$ cat src/rtl/vram_arbiter.sv
// vram_arbiter: shares one single-port synchronous VRAM between a display
// fetch stream (one-cycle strobes) and a CPU request/ack port.
// Video has priority over a waiting CPU access until the CPU has been held
// off for 15 consecutive cycles, after which the CPU access goes out and the
// colliding video fetch is dropped (vid_miss).
// Optional build macro: VRAM_POSTED_WRITE_EN -- CPU writes are acknowledged
// the cycle after they are latched and drained from the latch register.
module vram_arbiter #(
  parameter int ADDR_W = 13,
  parameter int DATA_W = 8
) (
  input  logic              pixel_clock,
  input  logic              reset,
  input  logic              vid_rd,
  input  logic [ADDR_W-1:0] vid_addr,
  output logic [DATA_W-1:0] vid_data,
  output logic              vid_valid,
  output logic              vid_miss,
  input  logic              cpu_req,
  input  logic              cpu_we,
  input  logic [ADDR_W-1:0] cpu_addr,
  input  logic [DATA_W-1:0] cpu_wdata,
  output logic [DATA_W-1:0] cpu_rdata,
  output logic              cpu_ack,
  output logic [ADDR_W-1:0] ram_addr,
  output logic              ram_we,
  output logic [DATA_W-1:0] ram_wdata,
  input  logic [DATA_W-1:0] ram_rdata
);

  typedef enum logic [1:0] {IDLE, ISSUE, DATA, DONE} state_t;

  state_t            r_state;
  logic [3:0]        r_starve;
  logic [ADDR_W-1:0] r_addr;
  logic              r_we;
  logic [DATA_W-1:0] r_wdata;
  logic              r_vid_pend;
  logic              r_vid_valid;
  logic [DATA_W-1:0] r_vid_data;
  logic [DATA_W-1:0] r_cpu_rdata;
  logic              r_cpu_ack;

  logic              w_cpu_issue;
  logic              w_vid_issue;

  // CPU takes the port in ISSUE when video is quiet or has starved it 15 times
  assign w_cpu_issue = (r_state == ISSUE) && (!vid_rd || (r_starve == 4'd15));
  assign w_vid_issue = vid_rd && !w_cpu_issue;

  assign vid_data  = r_vid_data;
  assign vid_valid = r_vid_valid;
  assign cpu_rdata = r_cpu_rdata;
  assign cpu_ack   = r_cpu_ack;

  // RAM port mux; forced idle while reset is held
  always_comb begin
    ram_addr  = '0;
    ram_we    = 1'b0;
    ram_wdata = '0;
    vid_miss  = 1'b0;
    if (!reset) begin
      if (w_cpu_issue) begin
        ram_addr  = r_addr;
        ram_we    = r_we;
        ram_wdata = r_we ? r_wdata : '0;
        vid_miss  = vid_rd;
      end else if (w_vid_issue) begin
        ram_addr  = vid_addr;
      end
    end
  end

  // Video capture: data returns the cycle after issue and is registered there
  always_ff @(posedge pixel_clock or posedge reset) begin
    if (reset) begin
      r_vid_pend  <= 1'b0;
      r_vid_valid <= 1'b0;
      r_vid_data  <= '0;
    end else begin
      r_vid_pend  <= w_vid_issue;
      r_vid_valid <= r_vid_pend;
      if (r_vid_pend) begin
        r_vid_data <= ram_rdata;
      end
    end
  end

  // CPU access FSM with starvation counter and registered ack/read data
  always_ff @(posedge pixel_clock or posedge reset) begin
    if (reset) begin
      r_state     <= IDLE;
      r_starve    <= '0;
      r_addr      <= '0;
      r_we        <= 1'b0;
      r_wdata     <= '0;
      r_cpu_rdata <= '0;
      r_cpu_ack   <= 1'b0;
    end else begin
      r_cpu_ack <= 1'b0;
      case (r_state)
        IDLE: begin
          if (cpu_req) begin
            r_addr  <= cpu_addr;
            r_we    <= cpu_we;
            r_wdata <= cpu_wdata;
            r_state <= ISSUE;
`ifdef VRAM_POSTED_WRITE_EN
            // posted write: the latch register is the one-entry buffer
            r_cpu_ack <= cpu_we;
`endif
          end
        end
        ISSUE: begin
          if (w_cpu_issue) begin
            r_starve <= '0;
            if (r_we) begin
`ifdef VRAM_POSTED_WRITE_EN
              r_state <= IDLE;
`else
              r_state   <= DONE;
              r_cpu_ack <= 1'b1;
`endif
            end else begin
              r_state <= DATA;
            end
          end else begin
            r_starve <= r_starve + 4'd1;
          end
        end
        DATA: begin
          r_cpu_rdata <= ram_rdata;
          r_cpu_ack   <= 1'b1;
          r_state     <= DONE;
        end
        DONE: begin
          r_state <= IDLE;
        end
        default: begin
          r_state <= IDLE;
        end
      endcase
    end
  end

endmodule

$ cat config.mk
export PLATFORM = sky130hd
export DESIGN_NAME = vram_arbiter
export DESIGN_NICKNAME = d
export VERILOG_FILES = /design/src/rtl/vram_arbiter.sv
export SDC_FILE = /design/constraint.sdc
export NUM_CORES = 1
export LEC_CHECK = 0
export ABC_AREA = 1
export CELL_PAD_IN_SITES_DETAIL_PLACEMENT = 1
export CELL_PAD_IN_SITES_GLOBAL_PLACEMENT = 2
export CORE_MARGIN = 2
export CORE_UTILIZATION = 27
export CTS_CLUSTER_DIAMETER = 120
export DETAILED_ROUTE_END_ITERATION = 8
export PLACE_DENSITY = 0.86
export RECOVER_POWER = 100
export SYNTH_ARGS = -nofsm -noshare
export SYNTH_HDL_FRONTEND = slang
export SYNTH_SLANG_ARGS = --single-unit
$ cat constraint.sdc
create_clock -name pixel_clock -period 4.8 [get_ports pixel_clock]
set_input_delay 0.96 -clock pixel_clock [delete_from_list [all_inputs] [get_ports pixel_clock]]
set_output_delay 0.96 -clock pixel_clock [all_outputs]
set_load 0.01 [all_outputs]
Word level (Yosys, flattened, before mapping)
Cells that the tools add are included.
W data, S select, Z words.
{"block": "totals", "register_bits": 47, "out_inout_bits": 41, "word_cells": 43}
{"block": "classes", "addsub": 1, "eq_ne": 6, "mux": 18, "reduce_logical": 8}
{"op": "$mux W13", "n": 3}
{"op": "$mux W8", "n": 3}
{"op": "$pmux W2 S4", "n": 1}
{"op": "$mux W1", "n": 7}
{"op": "$add A4 B1 Y4 const B", "n": 1}
{"op": "$eq A2 B2 Y1 const B", "n": 2}
{"op": "$eq A4 B4 Y1 const B", "n": 1}
{"op": "$mux W2", "n": 2}
{"op": "$mux W4", "n": 1}
{"op": "$ne A2 B2 Y1 const B", "n": 2}
{"op": "$reduce_and A2 Y1", "n": 2}
{"op": "$eq A2 B1 Y1 const B", "n": 1}
{"op": "$logic_and A1 B1 Y1", "n": 2}
{"op": "$logic_not A1 Y1", "n": 2}
{"op": "$logic_not A2 Y1", "n": 1}
{"op": "$pmux W1 S2", "n": 1}
{"op": "$logic_or A1 B1 Y1", "n": 1}

Depth between registers and ports, before layout
Gate-level depths: netlist of run 1.
{"block": "depth", "ltp_word": 8, "ltp_mapped": 8, "mapped_depth_nobuf": 8}

Worst setup path after synthesis of run 1
Ideal clock, no wire load.
{"block": "synth_timing", "path_type": "input to output", "start": "input port vid_rd", "end": "output port ram_wdata[0]", "arrival_ns": 1.600, "setup_slack_ns": 2.240, "cell_stages": 5, "cell_sequence": "nand2_2 > nand3_2 > nor2_2 > inv_2 > nor2_1"}
{"block": "synth_between", "elab_chain_cells": 5}
{"element": "from (decl)", "line": "14", "source": "input logic vid_rd,"}
{"element": "$logic_not A1 Y1", "line": "48", "source": "assign w_cpu_issue = (r_state == ISSUE) && (!vid_rd || (r_starve == 4'd15));"}
{"element": "$logic_or A1 B1 Y1", "line": "48"}
{"element": "$logic_and A1 B1 Y1", "line": "48"}
{"element": "$mux W8", "line": "63", "source": "if (w_cpu_issue) begin"}
{"element": "$mux W8", "line": "62", "source": "if (!reset) begin"}
{"element": "to (decl)", "line": "27", "source": "output logic [DATA_W-1:0] ram_wdata,"}
Every way passes these cells.

Worst setup path after layout of run 1
{"block": "layout_timing", "start": "input port vid_rd", "end": "output port ram_wdata[3]"}
Same word-level chain as after synthesis.

==> results of run 1 <==
==> area by class of cell <==
type / instances / area, um2 / area share
flip-flops and latches: 47 / 1180 / 0.367
clock inverters: 2 / 16.3 / 0.00507
clock buffers: 6 / 82.6 / 0.0257
inverters: 18 / 67.6 / 0.0211
well taps: 102 / 128 / 0.0398
multi-input cells: 144 / 860 / 0.268
repair buffers: 88 / 878 / 0.274
==> critical path: stages <==
cell and delay [ps]:
dlygate4sd3_1 540, buf_4 190, nand2_1 460, nand3_2 190, nor2_2 170, inv_2 100, nor2_1 100, dlygate4sd3_1 610
==> worst paths after layout <==
path | startpoint | to | slack [ps] | cells after the start
setup / recovery | vid_rd | ram_wdata[3] | 530 | 8
setup reg to reg | r_state[0]$_DFFE_PP0P_ | r_addr[4]$_DFFE_PP0P_ | 2690 | 4
hold / removal | cpu_rdata[0]$_DFFE_PP0P_ | cpu_rdata[0]$_DFFE_PP0P_ | 480 | 2
hold reg to reg | cpu_rdata[0]$_DFFE_PP0P_ | cpu_rdata[0]$_DFFE_PP0P_ | 480 | 2
max in group asynchronous | reset | vid_valid$_DFF_PP0_ | 1730 | 2
min in group asynchronous | reset | r_addr[0]$_DFFE_PP0P_ | 2030 | 2
==> per-stage QoR <==
step / cells / power [mW] / setup WS (ps) / util
finish: 407 / 1.54 / 528 / 0.413
global route: 407 / 1.67 / 355 / 0.413
CTS: 407 / 1.61 / 783 / 0.413
detailed placement: 399 / 1.34 / 838 / 0.401
global placement: 399 / 1.31 / 908 / 0.401
floorplan: 221 / 1.05 / 2240 / -
==> logic make-up after synthesis <==
group,count (synthesis),share of synthesized area
fa+ha+maj,5,0.0288
mux,23,0.119
compound gates,23,0.0541
buf+inv,30,0.0616
simple gates,91,0.187
xor+xnor,2,0.00807
flops,47,0.541
==> synth_stat cells <==
cell       n  area [um2]
ha_1       5        62.6
nor3_1     1        5.00
nand3_2    1        10.0
a21boi_0   1        7.51
buf_6      1        11.3
inv_1     16        60.1
clkinv_1   1        3.75
clkbuf_1   4        15.0
nand3_1   31         155
o21ai_0    1        5.00
nand2_4    1        11.3
dfrtp_1   47        1180
buf_2      5        25.0
inv_2      1        3.75
nand4_1    1        6.26
nand2_1   34         128
mux2_2    22         248
nand3b_1   1        7.51
mux2i_1    1        10.0
a21oi_1   21         105
nor2_1    19        71.3
buf_4      2        15.0
nor2_2     1        6.26
xor2_1     2        17.5
nand2_2    1        6.26
==> sequential cells by signal, indices dropped and copies added, names as in the netlist <==
signal / flops
r_vid_pend: 1
r_starve: 4
cpu_ack: 1
vid_data: 8
r_wdata: 8
r_we: 1
vid_valid: 1
r_addr: 13
cpu_rdata: 8
r_state: 2
==> metal layers <==
| metal | wire length, um | global-route usage | vias to the layer above | share of wire |
|---|---|---|---|---|
| li1 | - | - | 884 | - |
| met4 | 32 | 0.0217 | 0 | 0.0056 |
| met3 | 423 | 0.0433 | 3 | 0.074 |
| met2 | 2700 | 0.215 | 61 | 0.47 |
| met1 | 2540 | 0.174 | 869 | 0.45 |
| met5 | 0 | 0 | - | 0 |
==> layout by cell type (no fill, tap or decap) <==
master	synthesis	final
clkinv_4	0	1
clkbuf_8	0	6
inv_1	16	16
nor2_1	19	19
clkinv_1	1	1
nor2_2	1	1
nand2_1	34	35
o21ai_0	1	1
nand4_1	1	1
nand2_4	1	1
a21boi_0	1	1
mux2i_1	1	1
dlygate4sd3_1	0	46
inv_2	1	1
nor3_1	1	1
nand3_1	31	31
clkdlybuf4s50_1	0	41
mux2_2	22	22
buf_4	2	1
ha_1	5	5
nand3b_1	1	1
a21oi_1	21	21
nand3_2	1	1
dfrtp_1	47	47
xor2_1	2	2
clkinvlp_4	0	1
==> power by group <==
part / switching, mW / leakage [nW] / internal [mW] / total, mW
Clock: 0.141 / 0.0474 / 0.118 / 0.259
Combinational: 0.311 / 0.875 / 0.310 / 0.621
Sequential: 0.0952 / 0.558 / 0.566 / 0.661
Total: 0.548 / 1.48 / 0.994 / 1.54
==> qor.yml, run 1 <==
die:
  ios: 88
  core_um2: 7770
  die_x_um: 93.7
  die_h_um: 93.7
  initial_utilization: 0.280
  die_area_um2: 8780
  num_rows: 32
worst_setup_path:
  cp_max_fo: 16
  end_kind: "output pin"
  cp.arrival_ps: 3310
  criticalPathCategory: "in2out"
  required_ps: 3840
  startpoint_type: "input pin"
final_layout:
  fin_nets: 356
  area_growth_syn_to_layout_pct: 47.7
  stdcell_area_um2: 3210
  final.fill_count: 894
  diodes: 0
  drive_above_1_share: 0.115
synth:
  syn_inst: 221
  synth.ff_latch_count: 47
  avgSynthCellArea_um2: 9.83
  yosysUniqueCellTypes: 25
  synth_nets: 273
  yosys_warnings: 0
  yosysSeqAreaShare: 0.541
  synth_area_um2: 2170
power_and_ir_drop:
  p_per_area_nw_per_um2: 480
  p_leak_nw: 1.48
  ir_worst_vdd_mv: 0.147
timing:
  tns_ps: 0
  rsz0062_at_grt: "false"
  tightest_slew_ps: 1810
  period_minus_slack_ps: 4270
  fmax_mhz: 234
  fin_skew_ps: 4.21
  finalHoldViolCount: 0
  hold-worst-slack_ps: 479
  worst_slew_margin_rel: -0.210
  fin_crit_sh: 0.890
  slew_violations: 48
  setup_viol: 0
status:
  status: "finished with violations"
  violations: "capacitance limit, slew limit"
clocking:
  cts_tree: "yes"
  cts.clk_slew.worst_paths_ps: 90
  clock_sinks: 47
  cts_buffers: 5
  cts_hold_buf: 0
  cts_resized: 0
  clk_latency_ps: 300
  cts_max_level: 2
  cts_buffer_depth: 2
  cts-root-buf: "clkbuf_8"
  post_cts_buffers: 0
global_routing:
  overflow: 0
  grt_pass1_wl_um: 9200
  grt_antenna_before_repair: 0
  grt_max_degree: 48
  grt.total_usage: 0.132
  grt_pass1_vias: 1868
drt:
  final_antenna_net_count: 0
  drcViolationCount: 0
  vias_per_cell: 4.46
  routed_wl_um: 5700
  drtIter0Drc: 41
  dr_total_vias: 1817
  drt-wirelength-per-cell_um: 14.0
  first_pass_iters: 4
place:
  gp_congestion: 0.741
  dpl.hpwl_um: 4120
  place_area_um2: 3110
  port-buffer-count: 87
job:
  drv_cap: 1
worst_hold_path:
  hold_path_class: "reg2reg"
Power figures use the tool's default switching activity.
==> run 2: changes to the inputs <==
Settings changed: ABC_CLOCK_PERIOD_IN_PS set to 4800.
==> results of run 2 <==
The final DEF is identical to that of run 1; final timing and power are the same.
